===== config.mk =====
export PLATFORM = sky130hd
export DESIGN_NAME = ram_stream_fifo
export DESIGN_NICKNAME = d
export VERILOG_FILES = /design/src/rtl/ram_stream_fifo_pkg.sv /design/src/rtl/ram_stream_fifo_ram.sv /design/src/rtl/ram_stream_fifo.sv
export SDC_FILE = /design/constraint.sdc
export NUM_CORES = 1
export LEC_CHECK = 0
export CAP_MARGIN = 20
export CORE_ASPECT_RATIO = 0.75
export CORE_MARGIN = 2
export CORE_UTILIZATION = 35
export DETAILED_ROUTE_END_ITERATION = 8
export SYNTH_ARGS = -nofsm -noshare
export SYNTH_HDL_FRONTEND = slang
export SYNTH_SLANG_ARGS = --single-unit

===== constraint.sdc =====
create_clock -name clk -period 13.3 [get_ports clk]
set_clock_uncertainty 0.1 [all_clocks]
set_input_delay 2.66 -clock clk [delete_from_list [all_inputs] [get_ports clk]]
set_output_delay 2.66 -clock clk [all_outputs]
set_load 0.05 [all_outputs]

===== src/rtl/ram_stream_fifo_pkg.sv =====
// ============================================================================
// Module : ram_stream_fifo_pkg
// Brief  : Shared sizing helpers and defaults for the RAM-backed stream FIFO.
// Rev    : 1.0  initial release
// ============================================================================
`default_nettype none

package ram_stream_fifo_pkg;

    localparam int DEPTH_DEFAULT = 16;
    localparam int WIDTH_DEFAULT = 32;
    localparam int BUF_ENTRIES   = 2;

    // Pointer carries one extra wrap bit so full and empty are distinguishable.
    function automatic int ptr_width(input int depth);
        return $clog2(depth) + 1;
    endfunction

    function automatic int occ_width(input int depth);
        return $clog2(depth + BUF_ENTRIES) + 1;
    endfunction

endpackage

`default_nettype wire


===== src/rtl/ram_stream_fifo_ram.sv =====
// ============================================================================
// Module : Ram_1w_1rs
// Brief  : One write port, one synchronous read port RAM with registered rd_data.
// Rev    : 1.0  initial release
// ============================================================================
`default_nettype none

module Ram_1w_1rs #(
    parameter int    wordCount      = 16,
    parameter int    wordWidth      = 32,
    parameter bit    clockCrossing  = 1'b0,
    parameter string technology     = "auto",
    parameter string readUnderWrite = "dontCare",
    parameter int    wrMaskWidth    = 1,
    parameter bit    wrMaskEnable   = 1'b0
) (
    input  logic                         wr_clk,
    input  logic                         wr_en,
    input  logic [wrMaskWidth-1:0]       wr_mask,
    input  logic [$clog2(wordCount)-1:0] wr_addr,
    input  logic [wordWidth-1:0]         wr_data,
    input  logic                         rd_clk,
    input  logic                         rd_en,
    input  logic [$clog2(wordCount)-1:0] rd_addr,
    output logic [wordWidth-1:0]         rd_data
);

    logic [wordWidth-1:0] r_mem [wordCount];

    // Mapping hints only; the behavioural model is identical for every choice.
    logic w_unused_cfg;
    assign w_unused_cfg = clockCrossing ^ (technology == "auto") ^ (readUnderWrite == "dontCare");

    always_ff @(posedge wr_clk) begin
        if (wr_en && (!wrMaskEnable || (|wr_mask))) begin
            r_mem[wr_addr] <= wr_data;
        end
    end

    always_ff @(posedge rd_clk) begin
        if (rd_en) begin
            rd_data <= r_mem[rd_addr];
        end
    end

endmodule

`default_nettype wire


===== src/rtl/ram_stream_fifo.sv =====
// ============================================================================
// Module : ram_stream_fifo
// Brief  : Valid/ready FIFO in block RAM with a 2-entry buffer hiding read latency.
// Rev    : 1.0  initial release
// ============================================================================
`default_nettype none

module ram_stream_fifo
    import ram_stream_fifo_pkg::*;
#(
    parameter int    DEPTH      = DEPTH_DEFAULT,
    parameter int    WIDTH      = WIDTH_DEFAULT,
    parameter string TECHNOLOGY = "auto"
) (
    input  logic                         clk,
    input  logic                         reset,
    input  logic                         push_valid,
    output logic                         push_ready,
    input  logic [WIDTH-1:0]             push_payload,
    output logic                         pop_valid,
    input  logic                         pop_ready,
    output logic [WIDTH-1:0]             pop_payload,
    output logic [occ_width(DEPTH)-1:0]  occupancy
);

    localparam int PTR_W  = ptr_width(DEPTH);
    localparam int OCC_W  = occ_width(DEPTH);
    localparam int ADDR_W = PTR_W - 1;

    typedef struct packed {
        logic             valid;
        logic [WIDTH-1:0] payload;
    } buf_entry_t;

    logic [PTR_W-1:0] r_push_ptr;
    logic [PTR_W-1:0] r_pop_ptr;
    logic [PTR_W-1:0] w_ram_count;
    logic             r_inflight;
    buf_entry_t       r_head;
    buf_entry_t       r_tail;
    buf_entry_t       w_head_nxt;
    buf_entry_t       w_tail_nxt;
    logic [1:0]       w_buf_count;
    logic             w_push_fire;
    logic             w_pop_fire;
    logic             w_rd_en;
    logic [WIDTH-1:0] w_rd_data;

    assign w_ram_count = r_push_ptr - r_pop_ptr;
    assign push_ready  = (w_ram_count != PTR_W'(DEPTH));
    assign w_push_fire = push_valid && push_ready;

    assign w_buf_count = {1'b0, r_head.valid} + {1'b0, r_tail.valid};
    assign pop_valid   = (w_buf_count != 2'd0);
    assign pop_payload = r_head.payload;
    assign w_pop_fire  = pop_valid && pop_ready;

    // Only issue when the landing word is guaranteed a free buffer slot.
    assign w_rd_en = (w_ram_count != '0) &&
                     (({1'b0, w_buf_count} + {2'b00, r_inflight} - {2'b00, w_pop_fire})
                      < 3'(BUF_ENTRIES));

    assign occupancy = OCC_W'(w_ram_count) + OCC_W'(r_inflight) + OCC_W'(w_buf_count);

    always_comb begin
        w_head_nxt = r_head;
        w_tail_nxt = r_tail;
        if (w_pop_fire) begin
            w_head_nxt       = r_tail;
            w_tail_nxt.valid = 1'b0;
        end
        if (r_inflight) begin
            if (!w_head_nxt.valid) begin
                w_head_nxt = {1'b1, w_rd_data};
            end else begin
                w_tail_nxt = {1'b1, w_rd_data};
            end
        end
    end

    always_ff @(posedge clk) begin
        if (reset) begin
            r_push_ptr <= '0;
            r_pop_ptr  <= '0;
            r_inflight <= 1'b0;
            r_head     <= '0;
            r_tail     <= '0;
        end else begin
            if (w_push_fire) begin
                r_push_ptr <= r_push_ptr + 1'b1;
            end
            if (w_rd_en) begin
                r_pop_ptr <= r_pop_ptr + 1'b1;
            end
            r_inflight <= w_rd_en;
            r_head     <= w_head_nxt;
            r_tail     <= w_tail_nxt;
        end
    end

    Ram_1w_1rs #(
        .wordCount      (DEPTH),
        .wordWidth      (WIDTH),
        .clockCrossing  (1'b0),
        .technology     (TECHNOLOGY),
        .readUnderWrite ("dontCare"),
        .wrMaskWidth    (1),
        .wrMaskEnable   (1'b0)
    ) u_ram (
        .wr_clk  (clk),
        .wr_en   (w_push_fire),
        .wr_mask (1'b1),
        .wr_addr (r_push_ptr[ADDR_W-1:0]),
        .wr_data (push_payload),
        .rd_clk  (clk),
        .rd_en   (w_rd_en),
        .rd_addr (r_pop_ptr[ADDR_W-1:0]),
        .rd_data (w_rd_data)
    );

endmodule

`default_nettype wire

==> flow_summary.rst <==
.. list-table::
   :header-rows: 1

   * - Metric
     - Value
   * - Result of the run
     - complete, no violations
   * - Clock latency at the later pin of the worst-skew pair
     - 0.60 ns
   * - Sw Ratio
     - 0.305
   * - Area delta synth->final
     - 14.0%
   * - Sequential share of power
     - 0.455
   * - Share of the synthesized area in the top cell type
     - 0.674
   * - Layout cells sized above 1
     - 0.180
   * - Proportion of synthesized flip-flops having asynchronous set or reset
     - 0
   * - Number of vias after detailed routing
     - 12233
   * - Synth area leaders
     - sky130_fd_sc_hd__edfxtp_1, sky130_fd_sc_hd__mux4_2, sky130_fd_sc_hd__dfxtp_1
   * - Post-synth EDFFs
     - 544
   * - Pwr dens
     - 194 mW/mm2
   * - Summed instance area of the synthesized netlist
     - 0.0242 mm2
   * - Remaining antenna violation count after routing
     - 0
   * - # IOs
     - 76
   * - Number of clock buffers inserted by TritonCTS
     - 56
   * - Flip-flop and latch count after synthesis
     - 621
   * - Maximum fanout encountered on the critical timing path
     - 34
   * - Static Leak
     - 8.96 nW
   * - Cell variety after synth
     - 45
   * - Final setup TNS
     - 0 ns
   * - Classification of the worst setup path
     - flip-flop to output port
   * - Library cell with the highest instance count after synthesis
     - sky130_fd_sc_hd__edfxtp_1
   * - Internal power consumption
     - 3.73 mW
   * - Core Region
     - 0.0684 mm2
   * - Final setup viols
     - 0
   * - Hold EP
     - r_tail[28]
   * - Total count of max-transition violations in the final report
     - 0
   * - Post-CTS Setup Inserts
     - 0
   * - Count of H-tree levels built during CTS
     - 2
   * - Crit Reg-Reg Endpoint
     - u_ram.r_mem[2][3]
   * - Count of max-cap constraint violations
     - 0
   * - Number of sinks handled by clock tree synthesis
     - 621
   * - DRT iter0 DRCs
     - 1365
   * - Net switching power
     - 1.64 mW
   * - Congestion Overflow GR
     - 0
   * - Total nets after synthesis
     - 1420
   * - Number of detailed-routing iterations run before antenna repair
     - 7
   * - Type of the most critical hold path
     - flip-flop to flip-flop
   * - Die outline area
     - 0.0713 mm2
   * - Relative max-transition margin
     - 0.275
   * - CTS tree
     - built
   * - Starting density of the core
     - 0.354
   * - Post-synthesis cell count
     - 1368
   * - Register-to-Register Path Depth
     - 9
   * - RSZ-0062 raised after global routing
     - false
   * - Ratio of final minimum period to clock period
     - 0.509
   * - Final net count
     - 1472
   * - CTS hold repair buffers
     - 0
   * - Count of synthesis-stage warnings from yosys
     - 0
   * - Number of antenna violations at the first check in global routing
     - 6
   * - Cell types with the highest counts after synthesis
     - sky130_fd_sc_hd__edfxtp_1, sky130_fd_sc_hd__nand2_1, sky130_fd_sc_hd__mux4_2, sky130_fd_sc_hd__dfxtp_1, sky130_fd_sc_hd__clkbuf_1
   * - Clock transition at path regs
     - 0.06 ns
   * - Maximum clock path buffer count
     - 3
   * - Data required time of the critical path
     - 10.54 ns
   * - FF-to-FF setup slack
     - 8.96 ns
   * - Combinational share of power
     - 0.255
   * - Total DRC errors in the routed layout
     - 0
   * - Number of gates given a new drive strength after cts
     - 0
   * - Maximum clock frequency
     - 0.148 GHz
   * - Total detailed-routing wirelength
     - 53.7 mm
   * - Global-route wire length before repair
     - 78.9 mm
   * - Chip Width
     - 308 um
   * - FILL cells
     - 6057
   * - Min-Delay Startpoint
     - r_tail[28]
   * - Number of global-route vias before repair
     - 11829
   * - Number of cell rows
     - 83
   * - Number of port buffers
     - 75
   * - Sum of net half-perimeters after detailed placement
     - 29.2 mm
   * - GRT Total Usage
     - 0.150
   * - Vertical extent of the die
     - 232 um
   * - Category of the worst setup path launch point
     - flip-flop
   * - Max VDD drop
     - 0.000138 V
   * - Number of stages on the worst hold path
     - 2
   * - Pin count of the biggest net entering global routing
     - 101
   * - GP Congestion
     - 0.757
   * - Worst setup EP type
     - output port
   * - Clk root buf
     - sky130_fd_sc_hd__clkbuf_16
   * - Data arrival, critical path
     - 4.01 ns
   * - Final worst hold slack
     - 0.353 ns
   * - Post-detailed-route via-to-cell ratio
     - 5.19
   * - Shortest period the worst path allows
     - 6.77 ns
   * - Cell type with the highest aggregate area in the netlist
     - sky130_fd_sc_hd__edfxtp_1
   * - Ys flop type
     - sky130_fd_sc_hd__edfxtp_1
   * - Syn Area/Cell
     - 17.7 um2
   * - Number of failing hold endpoints at the final stage
     - 0
   * - Routed length per instance
     - 22.8 um
   * - Proportion of synthesized chip area in sequential cells
     - 0.738
   * - Transition time of the tightest slew-check pin
     - 1.09 ns
   * - Reg-to-Reg Start
     - r_pop_ptr[1]
   * - Fraction of power consumed by the clock network
     - 0.290
layout make-up:
| type | count | area [um2] | share of cell area |
|---|---|---|---|
| inverters | 14 | 52.6 | 0.00190 |
| diodes | 2 | 5.00 | 0.000181 |
| clock buffers | 67 | 1490 | 0.0538 |
| well taps | 892 | 1120 | 0.0404 |
| repair buffers | 102 | 1040 | 0.0376 |
| multi-input cells | 625 | 5770 | 0.209 |
| clock inverters | 35 | 263 | 0.00951 |
| flip-flops and latches | 621 | 17900 | 0.648 |
per-stage QoR:
stage / total power [mW] / cell area (um2) / setup WS (ns) / util / instances
detailed placement: 3.86 / 25800 / 6.79 / 0.377 / 2251
global placement: 3.83 / 25800 / 6.82 / 0.376 / 2249
finish: 5.37 / 27600 / 6.53 / 0.404 / 2358
floorplan: 3.47 / 24200 / 7.55 / - / 1368
CTS: 5.41 / 27500 / 6.47 / 0.403 / 2353
global route: 5.61 / 27600 / 6.26 / 0.404 / 2357
kinds of logic (layout without fill, tap and decap cells):
group,Yosys count,count (layout),share of synthesized area
flip-flops,621,621,0.738
AND/OR/NAND/NOR,319,319,0.0586
multiplexers,165,165,0.135
buffers and inverters,122,218,0.0256
AO/OA/AOI/OAI,117,117,0.0310
adder cells (fa/ha/maj),16,16,0.00919
XOR/XNOR,8,8,0.00289
other,0,2,0
sequential cells by signal, indices dropped and copies added (netlist names):
register	count
pop_payload	32
r_head	1
r_inflight	1
r_pop_ptr	5
r_push_ptr	5
r_tail	33
u_ram.r_mem	512
u_ram.rd_data	32
power groups by stage:
| stage | Combinational (mW) | Clock [mW] | Sequential [mW] |
|---|---|---|---|
| after floorplan | 1.06 | 0 | 2.41 |
| after global placement | 1.35 | 0 | 2.48 |
| after detailed placement | 1.37 | 0 | 2.49 |
| after CTS | 1.37 | 1.59 | 2.45 |
| after global routing | 1.47 | 1.67 | 2.47 |
| final | 1.37 | 1.56 | 2.44 |
worst max path at each step:
stage	startpoint	to	cells past startpoint	slack, ns
floorplan	push_valid	u_ram.r_mem[3][0]	3	7.55
global placement	pop_ready	r_pop_ptr[0]	8	6.82
detailed placement	pop_ready	r_pop_ptr[0]	8	6.79
CTS	r_pop_ptr[0]	push_ready	8	6.47
global route	r_pop_ptr[0]	push_ready	8	6.26
finish	r_pop_ptr[0]	push_ready	8	6.53
routing by layer:
layer / part of all wire / up-vias / track usage
li1: - / 5409 / -
met1: 0.49 / 6375 / 0.236
met2: 0.42 / 386 / 0.210
met3: 0.073 / 63 / 0.0331
met4: 0.016 / 0 / 0.0309
met5: 0 / - / 0
critical path: stages (launching register included):
cell and delay (ns):
sky130_fd_sc_hd__dfxtp_4 0.83, sky130_fd_sc_hd__ha_1 0.28, sky130_fd_sc_hd__inv_1 0.05, sky130_fd_sc_hd__fa_1 0.43
sky130_fd_sc_hd__xnor2_1 0.45, sky130_fd_sc_hd__nand4_2 0.25, sky130_fd_sc_hd__a2bb2oi_4 0.33, sky130_fd_sc_hd__inv_1 0.09
sky130_fd_sc_hd__clkdlybuf4s50_1 0.71
cells in the final DEF (no fill, tap or decap), types with 4 or more instances in the layout:
cell                              instances
sky130_fd_sc_hd__o21ai_0                  5
sky130_fd_sc_hd__clkbuf_16               58
sky130_fd_sc_hd__clkinv_2                12
sky130_fd_sc_hd__nor2b_1                  6
sky130_fd_sc_hd__mux2i_1                 33
sky130_fd_sc_hd__nand2_1                196
sky130_fd_sc_hd__and3_1                  33
sky130_fd_sc_hd__a211oi_1                32
sky130_fd_sc_hd__clkbuf_1                 9
sky130_fd_sc_hd__xnor2_1                  5
sky130_fd_sc_hd__buf_12                   4
sky130_fd_sc_hd__clkinv_1                14
sky130_fd_sc_hd__dfxtp_1                 74
sky130_fd_sc_hd__a21oi_1                 43
sky130_fd_sc_hd__a31oi_1                 32
sky130_fd_sc_hd__inv_1                   13
sky130_fd_sc_hd__clkdlybuf4s50_1         74
sky130_fd_sc_hd__ha_1                    13
sky130_fd_sc_hd__and3_2                  12
sky130_fd_sc_hd__nor2_1                  42
sky130_fd_sc_hd__buf_4                   21
sky130_fd_sc_hd__or3_1                    5
sky130_fd_sc_hd__edfxtp_1               544
sky130_fd_sc_hd__mux4_2                 128
Note: power is estimated with default switching activity, not from simulation.
